File: src/rtl/display_mux.sv
// rtl/display_mux.sv - four-digit seven-segment scan driver for MM.SS with adjust-mode blinking
// Digits scan an[0]..an[3]; the minute/second snapshot reloads only at frame wrap so a frame never tears.
module display_mux #(
  parameter int REFRESH_DIV = 100000,
  parameter int BLINK_DIV   = 25000000
) (
  input  logic       clk,
  input  logic       rst,
  input  logic [5:0] min,
  input  logic [5:0] sec,
  input  logic       adj,
  input  logic       sel,
  output logic [3:0] an,
  output logic [7:0] seg
);

  localparam int RW = $clog2(REFRESH_DIV);
  localparam int BW = $clog2(BLINK_DIV);
  localparam logic [RW-1:0] R_LAST = RW'(REFRESH_DIV - 1);
  localparam logic [BW-1:0] B_LAST = BW'(BLINK_DIV - 1);

  logic [RW-1:0] rcnt;
  logic [BW-1:0] bcnt;
  logic [1:0]    d;
  logic [5:0]    smin;
  logic [5:0]    ssec;
  logic          blink_on;

  logic          r_tick;
  logic          b_tick;
  logic [3:0]    digit;
  logic          blank;
  logic [3:0]    an_next;
  logic [7:0]    seg_next;

  function automatic logic [3:0] tens_of(input logic [5:0] v);
    logic [5:0] t;
    t = v / 6'd10;
    return t[3:0];
  endfunction

  function automatic logic [3:0] ones_of(input logic [5:0] v);
    logic [5:0] o;
    o = v % 6'd10;
    return o[3:0];
  endfunction

  // Active-low gfedcba; codes above 9 cannot occur and are left dark.
  function automatic logic [6:0] dec7(input logic [3:0] v);
    case (v)
      4'd0:    return 7'b1000000;
      4'd1:    return 7'b1111001;
      4'd2:    return 7'b0100100;
      4'd3:    return 7'b0110000;
      4'd4:    return 7'b0011001;
      4'd5:    return 7'b0010010;
      4'd6:    return 7'b0000010;
      4'd7:    return 7'b1111000;
      4'd8:    return 7'b0000000;
      4'd9:    return 7'b0010000;
      default: return 7'b1111111;
    endcase
  endfunction

  always_comb begin
    r_tick = (rcnt == R_LAST);
    b_tick = (bcnt == B_LAST);
    digit  = 4'd0;
    case (d)
      2'd0: digit = ones_of(ssec);
      2'd1: digit = tens_of(ssec);
      2'd2: digit = ones_of(smin);
      2'd3: digit = tens_of(smin);
      default: digit = 4'd0;
    endcase
    // d[1] set means a minutes digit; adj/sel are taken live.
    blank = adj && !blink_on && (sel ? !d[1] : d[1]);
    if (blank) begin
      an_next  = 4'b1111;
      seg_next = 8'hFF;
    end else begin
      an_next  = ~(4'b0001 << d);
      seg_next = {(d != 2'd2), dec7(digit)};
    end
  end

  always_ff @(posedge clk) begin
    if (!rst) begin
      rcnt     <= '0;
      bcnt     <= '0;
      d        <= 2'd0;
      smin     <= 6'd0;
      ssec     <= 6'd0;
      blink_on <= 1'b1;
      an       <= 4'b1111;
      seg      <= 8'hFF;
    end else begin
      rcnt <= r_tick ? '0 : rcnt + 1'b1;
      bcnt <= b_tick ? '0 : bcnt + 1'b1;
      if (b_tick) blink_on <= ~blink_on;
      if (r_tick) begin
        d <= d + 2'd1;
        if (d == 2'd3) begin
          smin <= min;
          ssec <= sec;
        end
      end
      an  <= an_next;
      seg <= seg_next;
    end
  end

endmodule

File: config.mk
export PLATFORM = sky130hd
export DESIGN_NAME = display_mux
export DESIGN_NICKNAME = d
export VERILOG_FILES = /design/src/rtl/display_mux.sv
export SDC_FILE = /design/constraint.sdc
export NUM_CORES = 1
export LEC_CHECK = 0
export ABC_AREA = 1
export CORE_MARGIN = 4
export CORE_UTILIZATION = 45
export CTS_CLUSTER_DIAMETER = 40
export DETAILED_ROUTE_END_ITERATION = 8
export PLACE_DENSITY = 0.68
export SLEW_MARGIN = 30
export SYNTH_ARGS = -nofsm -noshare
export SYNTH_HDL_FRONTEND = slang
export SYNTH_SLANG_ARGS = --single-unit
File: constraint.sdc
create_clock -name clk -period 4 [get_ports clk]
set_input_delay 0.6 -clock clk [delete_from_list [all_inputs] [get_ports clk]]
set_output_delay 0.6 -clock clk [all_outputs]
set_load 0.01 [all_outputs]
==> impl_metrics.yaml <==
floorplanning:
  initial_utilization_pct: 46.4
  rows: 32
  fp.dieW_um: 97.2
  dieArea_mm2: 0.00945
  ioPinCount: 28
  die_y_um: 97.2
  fp.coreArea_mm2: 0.00773
detailed_routing:
  post_drt_wl_per_cell_um: 10.7
  first_iter_violations: 115
  routed_wl_um: 6770
  drcViolationCount: 0
  detail_route.vias_per_cell: 4.93
  dr.pass1.iters: 4
  route.vias.total: 3107
  detail-route-antenna-nets: 0
worst_setup_path:
  crit_required_ps: 4230
  worst_setup_path_start_kind: "flop"
  r2r_end: "seg[3]"
  critical_path.endpoint: "seg[3]"
  rrSetupSlack_ps: 640
  crit_path_frequent_cell: "nand3_1"
  cp_num_buf_inv: 4
  slowest_stage: "ha_1"
  crit_fanout: 11
  arrival_ps: 3590
  r2r_cells: 22
  crit_family: "simple AND/OR/NAND/NOR gates"
  path_depth: 22
  critical_path.startpoint: "d[0]"
  rr_startpoint: "d[0]"
  max_stage_delay_ps: 430
  critPathKind: "reg -> reg"
  end_kind: "flop"
  crit_chain: "inv_1 -> ha_1 -> inv_1 -> nand2_1 -> nand2_2 -> inv_2 -> ha_1 -> nor2_1 -> a21oi_4 -> nand2_2 -> nand2_2 -> nand2_1 -> nand3_2 -> nand2_4 -> nand3_1 -> nand3_1 -> nand2_1 -> ha_1 -> inv_1 -> nand3_1 -> nand3_1 -> nand3_2"
placed_design:
  place.gp.congestion: 0.913
  dpl_cell_area_mm2: 0.00393
  dp_hpwl_um: 5250
  port_buffers: 27
  dp_cells: 614
cells_and_area:
  design_area_mm2: 0.00414
  layout.cells.non_filler: 630
  layout_commonest_cell: "nand2_1"
  finalNetCount: 553
  mostFrequentLayoutCells: "94 x nand2_1, 69 x inv_1, 68 x dfxtp_1, 41 x nor2_1, 35 x nand3_1"
  antenna_cells: 0
  area_growth_pct: 15.6
  drive_above_1_share_pct: 11.2
clocking:
  cts_tree: "built"
  clk_pin_slew_ps: 80
  htree_levels: 3
  clk_path_buf_depth: 2
  cts.sinks: 68
  cts_resized: 0
  cts-root-buf: "clkbuf_8"
  cts_setup_buffers: 0
  numCtsBuffers: 9
  clock_latency_ps: 350
  hold_buffers: 0
sta:
  max-slew-margin-rel_pct: 50.7
  hold_viol: 0
  period_needed_ps: 3360
  setup_viol: 0
  fmax_mhz: 298
  setup_tns_ps: 0
  worst_pin_slew_ps: 738
  finClkSkew_ps: 10.4
  final-max-slew-violation-count: 0
  post-route-period-util_pct: 84.0
  rsz0062_at_grt: "false"
yosys:
  synth_top_area_cell: "dfxtp_1"
  netlist_area_mm2: 0.00358
  synth.distinct_cells: 34
  synth_area_leaders: "dfxtp_1 38%, nand2_1 9.8%, inv_1 7.2%, ha_1 4.9%, nand3_1 4.9%"
  avgSynthCellArea_um2: 7.22
  synth_top_area_share_pct: 38.0
  seq_area_frac_synth_pct: 38.0
  ys_warn_count: 0
  synth_fp_nets: 526
  postSynthCellCount: 496
  synth_seq_cells: 68
global_routing:
  grt_overflow: 0
  antenna_found_initial: 0
  grt_pass1_vias: 2878
  grt_max_degree: 25
  grt_util_all_layers_pct: 15.2
  grt_pass1_wl_um: 12000
power:
  clockPowerShare_pct: 45.2
  switching_power_uw: 290
  p_per_area_mw_per_mm2: 327
  sequentialPowerShare_pct: 50.9
  switching_share_pct: 21.4
  leakage_nw: 1.68
  power.internal_mw: 1.06
  ir_drop_uv: 213
  pwr-share-comb_pct: 3.8
flow_run:
  maxCapViolations: 0
hold_path:
  hp-class: "reg -> reg"
status:
  status: "finished clean"
-- power groups by stage --
stage	clock network (mW)	registers [mW]	logic (mW)
finish	0.612	0.689	0.0519
global placement	0	0.705	0.0519
CTS	0.632	0.689	0.0528
floorplan	0	0.707	0.0239
global route	0.660	0.690	0.0590
detailed placement	0	0.705	0.0526
-- Yosys cell counts --
| cell | n |
|---|---|
| nor2_1 | 41 |
| mux2i_1 | 1 |
| o21ai_0 | 30 |
| clkbuf_1 | 8 |
| nand2_1 | 94 |
| inv_1 | 69 |
| nand3_2 | 10 |
| inv_2 | 3 |
| buf_2 | 1 |
| buf_6 | 1 |
| o21a_1 | 3 |
| a211o_1 | 1 |
| a21oi_4 | 1 |
| nor4_1 | 7 |
| nor3_1 | 19 |
| xnor2_1 | 4 |
| xor2_1 | 6 |
| a31oi_1 | 3 |
| o31ai_1 | 1 |
| dfxtp_1 | 68 |
| or2_2 | 6 |
| a221oi_1 | 1 |
| a21oi_1 | 32 |
| nand4_1 | 6 |
| nand2_2 | 12 |
| nor3_2 | 2 |
| nor2_2 | 3 |
| o21ai_2 | 1 |
| nor3b_1 | 5 |
| buf_4 | 1 |
| a21o_1 | 1 |
| nand2_4 | 6 |
| ha_1 | 14 |
| nand3_1 | 35 |
-- state kept, by name (all words and copies together) (netlist names) --
signal and count:
smin 6, an 4, ssec 6, blink_on 1
d 2, rcnt 17, seg 7, bcnt 25
-- worst min-delay path by stage --
stage	startpoint	endpoint	slack, ps	cells past startpoint
after CTS	rcnt[0]	rcnt[0]	450	1
after global placement	rcnt[0]	rcnt[0]	430	1
after global routing	bcnt[0]	bcnt[0]	470	1
after floorplan	bcnt[0]	bcnt[0]	420	1
after detailed placement	rcnt[0]	rcnt[0]	440	1
final	rcnt[0]	rcnt[0]	450	1
-- layer usage --
layer,wire [µm],track usage (%),vias to the layer above
met2,3060,24.9,53
met5,0,0,-
met4,133,6.60,0
li1,-,-,1664
met1,3240,18.8,1379
met3,339,3.88,11
-- metrics by stage --
stage	worst slack, ps	total power [mW]	hold WS, ps	utilization, %
2_1_floorplan	1150	0.730	418	-
6_report	640	1.35	451	53.6
4_1_cts	631	1.37	451	53.6
5_1_grt	267	1.41	471	53.6
3_5_place_dp	642	0.758	441	50.8
3_3_place_gp	834	0.757	429	50.8
-- cells by family (layout without fill, tap and decap cells) --
| kind of cell | count (synthesis) | count (layout) | synth area share, % |
|---|---|---|---|
| buffers and inverters | 83 | 115 | 9.05 |
| AOI/OAI and AO/OA | 74 | 74 | 11.4 |
| muxes | 1 | 1 | 0.279 |
| adders and majority gates | 14 | 14 | 4.89 |
| and+or+nand+nor | 246 | 246 | 33.9 |
| DFF | 68 | 68 | 38.0 |
| xor gates and xnor gates | 10 | 10 | 2.44 |
-- worst register-to-register path: stages (launching register included) --
cell,delay (ps)
dfxtp_1,330
inv_1,110
ha_1,430
inv_1,220
nand2_1,130
nand2_2,80
inv_2,90
ha_1,230
nor2_1,180
a21oi_4,50
nand2_2,90
nand2_2,60
nand2_1,90
nand3_2,90
nand2_4,110
nand3_1,90
nand3_1,120
nand2_1,110
ha_1,310
inv_1,60
nand3_1,100
nand3_1,130
nand3_2,60
-- final cells by class --
class	instances	area, µm²
clock buffer	10	128
clock inverter	6	88.8
fill	771	3580
inverter	72	270
multi-input combinational	345	1900
sequential	68	1360
tap	102	128
timing repair buffer	27	270
(Power assumes the default switching activity.)
